### src/rtl/prefetch_queue.sv
// Instruction prefetch queue: circular byte buffer fed from a sequential
// fetch stream, presenting a WIN-byte window to the decoder.
module prefetch_queue #(
  parameter int DATA_W = 8,
  parameter int ADDR_W = 16,
  parameter int DEPTH  = 16,
  parameter int WIN    = 3,
  parameter logic [ADDR_W-1:0] RESET_PC = '0
) (
  input  logic                         clk,
  input  logic                         rst,
  output logic                         fetch_req,
  output logic [ADDR_W-1:0]            fetch_addr,
  input  logic                         fetch_gnt,
  input  logic [DATA_W-1:0]            fetch_data,
  input  logic                         flush,
  input  logic [ADDR_W-1:0]            flush_pc,
  output logic [WIN*DATA_W-1:0]        win_data,
  output logic [$clog2(WIN+1)-1:0]     win_avail,
  output logic [ADDR_W-1:0]            win_pc,
  input  logic                         pop,
  input  logic [$clog2(WIN+1)-1:0]     pop_len,
  output logic                         pop_err,
  output logic [$clog2(DEPTH+1)-1:0]   count,
  output logic                         full,
  output logic                         empty
);

  localparam int CW = $clog2(WIN+1);
  localparam int NW = $clog2(DEPTH+1);
  localparam int PW = $clog2(DEPTH);

  logic [DATA_W-1:0] mem_q [DEPTH];

  logic [PW-1:0]     rd_ptr_q, rd_ptr_d;
  logic [PW-1:0]     wr_ptr_q, wr_ptr_d;
  logic [NW-1:0]     count_q, count_d;
  logic [ADDR_W-1:0] fetch_addr_q, fetch_addr_d;
  logic [ADDR_W-1:0] win_pc_q, win_pc_d;
  logic              pop_err_q, pop_err_d;

  logic              push;
  logic              pop_ok;
  logic [CW-1:0]     avail;

  always_comb begin
    full      = (count_q == NW'(DEPTH));
    empty     = (count_q == '0);
    fetch_req = !rst && !flush && !full;
    push      = fetch_req && fetch_gnt;
    avail     = (count_q < NW'(WIN)) ? CW'(count_q) : CW'(WIN);
    pop_ok    = pop && (pop_len != '0) && (pop_len <= avail);
  end

  always_comb begin
    rd_ptr_d     = rd_ptr_q;
    wr_ptr_d     = wr_ptr_q;
    count_d      = count_q;
    fetch_addr_d = fetch_addr_q;
    win_pc_d     = win_pc_q;
    pop_err_d    = 1'b0;
    if (flush) begin
      rd_ptr_d     = '0;
      wr_ptr_d     = '0;
      count_d      = '0;
      fetch_addr_d = flush_pc;
      win_pc_d     = flush_pc;
    end else begin
      pop_err_d = pop && !pop_ok;
      if (push) begin
        wr_ptr_d     = wr_ptr_q + 1'b1;
        fetch_addr_d = fetch_addr_q + 1'b1;
      end
      if (pop_ok) begin
        rd_ptr_d = rd_ptr_q + PW'(pop_len);
        win_pc_d = win_pc_q + ADDR_W'(pop_len);
      end
      count_d = count_q + NW'(push)
              - (pop_ok ? NW'(pop_len) : NW'(0));
    end
  end

  always_ff @(posedge clk) begin
    if (rst) begin
      rd_ptr_q     <= '0;
      wr_ptr_q     <= '0;
      count_q      <= '0;
      fetch_addr_q <= RESET_PC;
      win_pc_q     <= RESET_PC;
      pop_err_q    <= 1'b0;
    end else begin
      rd_ptr_q     <= rd_ptr_d;
      wr_ptr_q     <= wr_ptr_d;
      count_q      <= count_d;
      fetch_addr_q <= fetch_addr_d;
      win_pc_q     <= win_pc_d;
      pop_err_q    <= pop_err_d;
    end
  end

  // Storage needs no reset: bytes beyond the count are masked in the window.
  always_ff @(posedge clk) begin
    if (push) begin
      mem_q[wr_ptr_q] <= fetch_data;
    end
  end

  always_comb begin
    win_data = '0;
    for (int i = 0; i < WIN; i++) begin
      if (i < int'(avail)) begin
        win_data[i*DATA_W +: DATA_W] = mem_q[rd_ptr_q + PW'(i)];
      end
    end
  end

  assign fetch_addr = fetch_addr_q;
  assign win_pc     = win_pc_q;
  assign win_avail  = avail;
  assign pop_err    = pop_err_q;
  assign count      = count_q;

endmodule

### config.mk
export PLATFORM = sky130hd
export DESIGN_NAME = prefetch_queue
export DESIGN_NICKNAME = d
export VERILOG_FILES = /design/src/rtl/prefetch_queue.sv
export SDC_FILE = /design/constraint.sdc
export NUM_CORES = 1
export LEC_CHECK = 0
export ABC_AREA = 0
export BUFFER_PORTS_ARGS = -buffer_cell sky130_fd_sc_hd__buf_2
export CAP_MARGIN = 20
export CORE_ASPECT_RATIO = 0.75
export CORE_MARGIN = 5
export CORE_UTILIZATION = 43
export CTS_BUF_LIST = sky130_fd_sc_hd__clkbuf_8
export DETAILED_ROUTE_END_ITERATION = 7
export GPL_TIMING_DRIVEN = 0
export HOLD_SLACK_MARGIN = 0.12
export PLACE_DENSITY_LB_ADDON = 0.25
export SLEW_MARGIN = 20
export SYNTH_ARGS = -nofsm -noshare
export SYNTH_HDL_FRONTEND = slang
export SYNTH_SLANG_ARGS = --single-unit
### constraint.sdc
create_clock -name clk -period 5.42 [get_ports clk]
set_input_delay 1.626 -clock clk [delete_from_list [all_inputs] [get_ports clk]]
set_output_delay 1.626 -clock clk [all_outputs]
set_load 0.01 [all_outputs]
==> results.txt <==
* Clock-pin transition on the worst setup and hold timing paths: 0.11 ns
* Total negative setup slack: 0 ns
- For this run, the leading register cell type out of synthesis is edfxtp_1.
* First-pass GRT wire length: 43100 um
- Met3 wire length: 2843 um
* Final count of hold timing violations: 0
* Maximum number of buffers from clock root to sink: 2
- Flip-flop and latch count after synthesis: 178
- After synthesis, flip-flops and latches occupy 49.11% of the total area.
- The path class of the tightest hold or removal check is reg2reg.
* Final net count: 886
* Hold path start: wr_ptr_q[1]
- Share of post-route cells with drive strength above 1: 33.18%
* Remaining max-slew budget at the tightest pin: 22.97%
- The smallest clock period supported by the final layout is computed as 4.728 ns.
* Per-cell routed wire length: 24.91 um
* Total of fill cells in the finished design: 2004
- Clock sinks: 178
- The floorplan step defined a die boundary enclosing 26100 um^2.
- Number of warning messages in the yosys log: 0
- Dividing the final minimum period by the clock period gives 87.23%.
- Number of H-tree levels: 4
- Detailed-route via count: 6988
- Timing would allow up to 0.2115 GHz.
* Uppermost routed layer: met4
* Post-CTS setup repair buffer count: 0
- Met1 layer wirelength in the final routing: 12380 um
* Master cell of the clock root buffer: clkbuf_8
- The setup path with the least slack is of type in2out.
- Pre-antenna DRT Iters: 5
- Counting the buffers created by CTS gives 17.
* Count of buffers from port buffering: 96
- Using the TritonRoute via totals, the vias-per-cell ratio works out to 6.108.
- Post-DP HPWL: 20410 um
* Remaining antenna violation count after routing: 0
- # rows: 48
* Residual DRC count: 0
* Number of unique standard cell types used by synthesis: 52
- The worst setup path is launched from an input pin.
* Endpoint class of the critical path: output port
- After synthesis the cells add up to 9864 um^2.
* Outcome: finished, final reports clean
- Across the run, the number of max-cap violations was 0.
- At the worst endpoint, the arrival time is 3.10 ns.
- In the global route stage, overall resource usage came out at 22.21%.
* Synth-to-Final Area Change: 13.78%
- The analysis attributes to cell leakage a power of 3.934 nW.
- Number of antenna violations at the first check in global routing: 1
* Slew @ Worst Pin: 1.151 ns
* Die Y-Extent: 141.2 um
- Detailed-route wire length: 28490 um
* Max IR drop VDD: 191.9 uV
- Met2 routed WL: 12900 um
- TritonCTS built the clock tree.
* Floorplan core area: 22820 um^2
- Data on the critical path is required at its endpoint by 3.79 ns.
- Number of max-slew violations in the final report: 0
* Mapped Cells: 709
- Cells fill 49.18% of the core in the end.
- Post-CTS repair changed the size of 0 cells.
* First DRT Iteration DRCs: 971
- Entering global routing, the biggest net connects 20 pins.
- Setup repair after global routing left no endpoint under its margin.
* Syn Nets: 764
* Vias in the first global route: 6847
- GRT Residual Overflow: 0
- The initial utilization of the core area, before any placement, comes to 43.22%.
- 0 antenna diodes ended up in the layout.
* Origin of the worst setup path: flush
- Final weighted congestion of routability-driven global placement: 0.9188
* Share of synthesized flip-flops with an asynchronous set or reset: 0%
- Pin placement for this block handled 98 I/O pins.
- Across the routed clock network, the largest skew measured is 0.01470 ns.
- For this design, the CTS-stage hold fixing added 0 buffers.
- Dividing the synthesized area by the synthesized cell count gives 13.91 um^2.
* Worst-path maximum fanout: 10
* Launch instance of the worst register-to-register path: count[4]
* Floorplan die width: 184.9 um
- The clock reaches the later pin of the worst-skew pair after 0.47 ns.
- Setup violations remaining at the end of the flow were counted as 0.
- Number of enable-type register cells in the synthesized netlist: 128
- Power spread over the standard cell area amounts to 354.0 nW/um^2.
sequential cells by signal (all words and copies together), names as in the netlist, named ones only:
register	flops
rd_ptr_q	4
wr_ptr_q	4
fetch_addr	16
count	5
win_pc	16
pop_err	1
mem_q	128
layout by cell type (no fill, tap or decap), drive strengths merged, types with 15 or more instances in the layout:
cell type  Yosys  layout
buf           31     134
edfxtp       128     128
mux4          98      98
nor2          55      55
dfxtp         50      50
mux2i         37      37
inv           26      36
clkbuf        18      35
nand2         28      28
a21oi         25      25
a211oi        23      23
ha            21      21
o22ai         19      19
xnor2         15      15
per-stage QoR:
stage          hold WS [ns]  power (mW)  cells  cell area (um^2)  setup slack (ns)
2_1_floorplan        0.4817       2.535    709              9864             1.260
3_3_place_gp         0.5030       3.015   1105             10720            0.6309
3_5_place_dp         0.5137       3.025   1110             10790            0.6578
4_1_cts              0.5299       3.980   1142             11200            0.6517
5_1_grt              0.5510       4.165   1144             11220            0.5444
6_report             0.5326       3.973   1144             11220            0.6923
worst max-delay path, stage by stage:
cell and delay [ns]:
clkbuf_1 0.22, or2_2 0.16, clkbuf_1 0.35, clkbuf_1 0.51, nor2_1 0.07, buf_2 0.16
routing by layer:
layer	vias to the layer above	global-route usage [%]
met1	3489	33.36
met5	-	0
met3	35	5.520
met4	0	4.595
li1	3061	-
met2	403	33.08
path summary, 6_finish.rpt:
path                                     to  slack (ns)  cells after the start
worst min-delay path            wr_ptr_q[1]        0.53                      2
worst max-delay path              fetch_req        0.69                      6
worst max register to register     count[4]        1.67                     20
worst min register to register  wr_ptr_q[1]        0.53                      2
final cells by class:
cell class / count / area [um^2] / share of cell area (%)
well taps: 300 / 375.4 / 3.344
plain buffers: 49 / 266.5 / 2.375
clock inverters: 15 / 181.4 / 1.616
flip-flops and latches: 178 / 4845 / 43.17
multi-input cells: 456 / 4691 / 41.79
repair buffers: 103 / 533.0 / 4.749
clock buffers: 17 / 234.0 / 2.085
inverters: 26 / 97.59 / 0.8696
synth_stat cells (all sizes together) (6+ instances only):
library cell    n  share of area, %
and2            8              0.51
o22ai          19               1.2
mux2i          37               3.8
mux4           98                22
a211oi         23               1.8
xor2           13               1.3
o21ai          10              0.51
inv            26              0.99
nor2b          10              0.63
clkbuf         18              0.68
nor2           55               2.1
nor3           14              0.71
dfxtp          50                10
nand2          28               1.1
ha             21               2.7
edfxtp        128                39
nand4          14              0.89
nand2b          6              0.38
a21oi          25               1.3
nand3          11              0.56
xnor2          15               1.3
buf            31               2.0
cells by family (layout without fill, tap and decap cells):
family / count (synthesis) / in the layout / share of synthesized area, %
xor+xnor: 28 / 28 / 2.676
flops: 178 / 178 / 49.11
compound gates: 101 / 101 / 6.596
mux: 136 / 136 / 26.24
fa+ha+maj: 24 / 24 / 3.272
simple gates: 167 / 167 / 8.409
buf+inv: 75 / 210 / 3.691
power breakdown:
group	leakage (nW)	internal, mW	switching [mW]
Clock	0.209	0.396	0.577
Sequential	1.56	1.50	0.0488
Combinational	2.16	0.628	0.827
(Power assumes the default switching activity.)
